File: config.mk
export PLATFORM = sky130hd
export DESIGN_NAME = _regfile32_wr
export DESIGN_NICKNAME = d
export VERILOG_FILES = /design/src/rtl/_regfile32_wr_pkg.sv /design/src/rtl/_dec32.sv /design/src/rtl/_mux32.sv /design/src/rtl/_regfile32_wr.sv
export SDC_FILE = /design/constraint.sdc
export NUM_CORES = 1
export LEC_CHECK = 0
export CAP_MARGIN = 10
export CORE_AREA = 4 4 253 255
export DETAILED_ROUTE_END_ITERATION = 10
export DIE_AREA = 0 0 257 259
export DONT_BUFFER_PORTS = 1
export GPL_ROUTABILITY_DRIVEN = 0
export REMOVE_ABC_BUFFERS = 1
export SYNTH_ARGS = -nofsm -noshare
export SYNTH_HDL_FRONTEND = slang
export SYNTH_HIERARCHICAL = 1
export SYNTH_SLANG_ARGS = --single-unit
File: constraint.sdc
create_clock -name clk -period 5.13 [get_ports clk]
set_clock_uncertainty 0.05 [all_clocks]
set_input_delay 0.513 -clock clk [delete_from_list [all_inputs] [get_ports clk]]
set_output_delay 0.513 -clock clk [all_outputs]
set_load 0.05 [all_outputs]
File: src/rtl/_regfile32_wr_pkg.sv
// Shared sizes and FSM state encoding for the 32-entry register file.
package _regfile32_wr_pkg;
    localparam int BIT_WIDTH  = 16;
    localparam int REG_COUNT  = 32;
    localparam int REG_ADDR_W = 5;

    typedef enum logic {IDLE, CLEAR} state_t;
endpackage

File: src/rtl/_dec32.sv
// 5-to-32 one-hot decoder with enable; drives per-entry write or clear strobes.
module _dec32
    import _regfile32_wr_pkg::*;
(
    input  logic                  en,
    input  logic [REG_ADDR_W-1:0] addr,
    output logic [REG_COUNT-1:0]  onehot
);
    always_comb begin
        onehot = '0;
        if (en) onehot[addr] = 1'b1;
    end
endmodule

File: src/rtl/_mux32.sv
// 32-input read mux over the packed entry array.
module _mux32
    import _regfile32_wr_pkg::*;
#(
    parameter int W = BIT_WIDTH
) (
    input  logic [REG_COUNT-1:0][W-1:0] d,
    input  logic [REG_ADDR_W-1:0]       sel,
    output logic [W-1:0]                y
);
    assign y = d[sel];
endmodule

File: src/rtl/_regfile32_wr.sv
// 32-entry register file: one write port, two combinational read ports and a
// one-entry-per-cycle clear sweep that blocks writes while it runs.
module _regfile32_wr
    import _regfile32_wr_pkg::*;
#(
    parameter int n       = BIT_WIDTH,
    parameter int ZERO_R0 = 1,
    parameter int BYPASS  = 1
) (
    input  logic                  clk,
    input  logic                  reset_n,
    input  logic                  we,
    input  logic [REG_ADDR_W-1:0] waddr,
    input  logic [n-1:0]          wdata,
    input  logic [REG_ADDR_W-1:0] raddr_a,
    output logic [n-1:0]          rdata_a,
    input  logic [REG_ADDR_W-1:0] raddr_b,
    output logic [n-1:0]          rdata_b,
    input  logic                  clr_req,
    output logic                  busy,
    output logic                  wr_drop
);
    state_t                      state, state_nx;
    logic [REG_ADDR_W-1:0]       cnt, cnt_nx;
    logic [REG_COUNT-1:0][n-1:0] entries;
    logic [REG_COUNT-1:0]        wr_oh, clr_oh;
    logic [n-1:0]                mux_a, mux_b;

    _dec32 u_wr_dec  (.en(we && !busy), .addr(waddr), .onehot(wr_oh));
    _dec32 u_clr_dec (.en(busy),        .addr(cnt),   .onehot(clr_oh));

    _mux32 #(.W(n)) u_mux_a (.d(entries), .sel(raddr_a), .y(mux_a));
    _mux32 #(.W(n)) u_mux_b (.d(entries), .sel(raddr_b), .y(mux_b));

    always_comb begin
        state_nx = state;
        cnt_nx   = cnt;
        busy     = (state == CLEAR);
        case (state)
            IDLE: if (clr_req) begin
                state_nx = CLEAR;
                cnt_nx   = '0;
            end
            CLEAR: begin
                cnt_nx = cnt + 5'd1;
                if (cnt == 5'd31) state_nx = IDLE;
            end
            default: state_nx = IDLE;
        endcase
    end

    // Clear and write strobes never coincide: the write decoder is gated by busy.
    always_ff @(posedge clk) begin
        if (!reset_n) begin
            state   <= IDLE;
            cnt     <= '0;
            wr_drop <= 1'b0;
            entries <= '0;
        end else begin
            state   <= state_nx;
            cnt     <= cnt_nx;
            wr_drop <= we && busy;
            for (int i = 0; i < REG_COUNT; i++) begin
                if (clr_oh[i])
                    entries[i] <= '0;
                else if (wr_oh[i] && !(ZERO_R0 != 0 && i == 0))
                    entries[i] <= wdata;
            end
        end
    end

    // Hardwired zero wins over bypass so a write to r0 never leaks out.
    always_comb begin
        rdata_a = mux_a;
        if (ZERO_R0 != 0 && raddr_a == '0)
            rdata_a = '0;
        else if (BYPASS != 0 && we && !busy && waddr == raddr_a)
            rdata_a = wdata;
    end

    always_comb begin
        rdata_b = mux_b;
        if (ZERO_R0 != 0 && raddr_b == '0)
            rdata_b = '0;
        else if (BYPASS != 0 && we && !busy && waddr == raddr_b)
            rdata_b = wdata;
    end
endmodule

Word level (Yosys, flattened, before mapping)
Cells that the tools add are included.
Storage, ports and cells
  register bits: 503
  input port bits: 35
  output and inout bits: 34
  logic and storage cells: 106
Operators by class
  add/sub/neg operators: 1
  order comparisons: 6
  equality and inequality tests: 4
  mux-type cells: 19
  bitwise operators: 2
  reduce and logical (&&, ||, !) cells: 40
Operators with widths (count)
  $bmux 16 s5: 2
  $mux 16: 6
  $mux 32: 2
  $reduce_or 2->1: 31
  $lt 5x6->1 const B: 4
  $demux 1 s5: 2
  $eq 5x5->1: 2
  $ge 5x1->1 const B: 2
  $logic_not 5->1: 2
  $pmux 5 s2: 1
  $logic_and 1x1->1: 6
  $add 5x1->5 const B: 1
  $eq 5x5->1 const B: 1
  $mux 5: 1
  $mux 1: 4
  $ne 2x2->1 const B: 1
  $not 1->1: 2
  $pmux 1 s2: 1
  $logic_not 1->1: 1

Longest topological paths before layout
  depth after elaboration: 6
  gate-level depth with buffers: 10
  gate-level depth less buffers: 7

Cells and area by module
Netlist, hierarchy kept.
By module, submodules not included
  _regfile32_wr: instances 1, cells each 1873, area an instance 19008.2 µm², seq. area each 10069.7 µm²
  _mux32: instances 2, cells each 569, area an instance 4629.4 µm², seq. area each 0.0 µm²
  _dec32: instances 2, cells each 47, area an instance 230.2 µm², seq. area each 0.0 µm²

Worst setup path after synthesis
Ideal clock, no wire load.
  path type: register to output
  start: reg state (netlist: busy)
  end: out rdata_a[0]
  arrival time: 2.351 ns
  data required time: 4.567 ns
  slack: 2.216 ns
  cell stages (with the launch flop): 6
  buffers on the path: 2
  path through: dfxtp_1 and2b_1 and3_1 buf_6 buf_12 mux2i_1
Between the ends
  longest elaborated chain between the ends: 5
Ends and longest elaborated chain
  start: declaration: RTL line _regfile32_wr.sv:23  | state_t state, state_nx;
  start signal: assignment: RTL line _regfile32_wr.sv:60  | state <= state_nx;
  $logic_not 1->1: RTL line _regfile32_wr.sv:77  | else if (BYPASS != 0 && we && !busy && waddr == raddr_a)
  $logic_and 1x1->1 (2 in series): RTL line _regfile32_wr.sv:77
  $mux 16: RTL line _regfile32_wr.sv:77
  $mux 16: RTL line _regfile32_wr.sv:75  | if (ZERO_R0 != 0 && raddr_a == '0)
  end: declaration: RTL line _regfile32_wr.sv:16  | output logic [n-1:0] rdata_a,
No other way between the ends.

Final worst setup path
  start: reg state (netlist: busy)
  end: out rdata_a[7]
The elaborated chain is that of the path after synthesis.

==> qor.txt <==
Instance area at placement -> 0.02856 mm²
CP peak stage delay -> 1.10 ns
WHS -> 0.01478 ns
Crit path launch -> busy$_SDFF_PN0_
Buffers & Inverters on Critical Path -> 1
Inserted Diodes -> 0
Worst-path clk slew -> 0.06 ns
WP data required -> 4.57 ns
Vias in the first global route -> 23610
Slowest stage cell on the critical path -> and3_1
Post-route cell area -> 0.03090 mm²
Final cell count without fillers -> 3862
Initial DRC Count -> 3145
Drt pass-1 iters -> 8
Clk network pwr share -> 0.441
Core area -> 0.06160 mm²
RSZ-0062 raised after global routing -> false
First-pass GRT wire length -> 164.3 mm
Startpoint Class -> flop
Sw frac -> 0.2735
Mapped Area -> 0.02872 mm²
Setup-failing EPs final -> 0
CP delay by family, top -> simple AND/OR/NAND/NOR gates
VDD IR max -> 0.2346 mV
Worst-Margin Slew -> 1.331 ns
Layout cells sized above 1 -> 0.07372
Relative slew margins -> 0.1126
Ports -> 69
Drt via density -> 6.336
CTS tree -> built
Post-Synthesis Cells -> 3103
Synth warnings -> 6
Root Buffer -> clkbuf_16
FMAX -> 264.2 MHz
H-tree depth -> 2
P_int -> 6579 µW
Maxcap violations -> 0
Routed WL per cell -> 29.76 µm
Worst setup EP type -> output pin
Initial antenna violation count -> 4
Status -> finished, final reports clean
Post-cts repair resize count -> 0
Die Y-Extent -> 259 µm
Fin crit period -> 3.785 ns
Cell Rows -> 91
Reg2reg end -> entries[472]$_SDFFE_PP0P_
Die ar. -> 0.06656 mm²
Pwr Density -> 293.0 mW/mm²
PnR Total Power -> 9056 µW
Critical path type -> flop to output pin
Leakage power -> 0.01159 µW
Most common cell after layout, fill and taps aside -> mux2i_1
DRC viols -> 0
Antenna viol nets, final -> 0
Max clock buf depth -> 3
Sw power -> 2476 µW
Crit path to -> rdata_a[7]
Largest net degree at the start of global routing -> 259
WP depth -> 4
Skew-Pair Late Insertion Delay -> 0.61 ns
Cell total after placement -> 3717
Detailed placer's ending HPWL -> 64.75 mm
Syn_area_per_cell -> 9.256 µm²
Initial Utilization -> 0.4663
Fin Setup TNS -> 0 ns
Fill cells -> 5661
Nets@finish -> 3020
Hold Violations, Final -> 0
Drt total wl -> 114.9 mm
Grt ovf -> 0
R2r startpoint -> busy$_SDFF_PN0_
Period utilization -> 0.7379
Sink Count -> 503
Global router's overall resource usage -> 0.3299
Critical-path cell list -> and2b_1 > and3_1 > mux2i_1 > buf_4
Commonest non-fill, non-tap cells in the layout -> mux2i_1 (1041), nor2_1 (531), dfxtp_1 (503)
Vias -> 24470
Fin. max-slew vios -> 0
TritonCTS Buffers -> 55
Area added between synthesis and finish -> 7.606%
Worst R2R Path Depth -> 6
PortBufs -> 0
R2r setup slk -> 2.10 ns
Worst hold path class -> input port to flop
DIE WIDTH -> 257 µm
Crit path DAT -> 3.22 ns
Sequential Power Share -> 0.436
Worst Path Max Fanout -> 16
Comb power frac -> 0.123
through the flow:
step                        util  worst slack, ns
after detailed placement  0.4636            1.792
after global routing      0.5017            1.343
after CTS                 0.5013            1.411
after global placement    0.4636            1.778
final                     0.5017            1.345
after floorplan                -           0.9673
worst min-delay path by stage:
stage | from | endpoint | slack, ns | cells after the start
after CTS | wdata[15] | entries[239]$_SDFFE_PP0P_ | 0.00006 | 2
after floorplan | entries[128]$_SDFFE_PP0P_ | entries[128]$_SDFFE_PP0P_ | 0.43 | 2
after global routing | wdata[9] | entries[57]$_SDFFE_PP0P_ | 0.01 | 2
final | wdata[1] | entries[209]$_SDFFE_PP0P_ | 0.01 | 2
after detailed placement | entries[386]$_SDFFE_PP0P_ | entries[386]$_SDFFE_PP0P_ | 0.45 | 2
after global placement | entries[222]$_SDFFE_PP0P_ | entries[222]$_SDFFE_PP0P_ | 0.44 | 2
final cells by class:
class / instances / area [µm²] / share of cell area
multi-input cells: 2290 / 16760 / 0.5423
flip-flops and latches: 503 / 10070 / 0.3258
repair buffers: 133 / 1246 / 0.04032
clock buffers: 83 / 1633 / 0.05283
well taps: 837 / 1047 / 0.03389
clock inverters: 16 / 147.6 / 0.004777
flip-flops by register name (all words and copies together) (netlist names):
signal and count:
busy 1, cnt 5, entries 496, wr_drop 1
power groups by stage:
stage / Combinational, µW / Clock [µW] / Sequential, µW
floorplan: 583 / 0 / 4030
global route: 1120 / 4190 / 3950
global placement: 920 / 0 / 4030
CTS: 1060 / 4040 / 3950
finish: 1110 / 3990 / 3950
detailed placement: 921 / 0 / 4040
timing repair:
action | CTS | global route
hold buffers | 45 | 0
buffers inserted | 0 | 0
endpoints found under the hold margin | 304 | 0
layer usage:
layer,vias to the layer above,global-route usage,share of wire
li1,10620,-,-
met1,11980,0.4336,0.40
met2,1510,0.4843,0.41
met3,356,0.09960,0.12
met4,2,0.1818,0.067
met5,-,0,0.00011
Note: power is estimated with default switching activity, not from simulation.
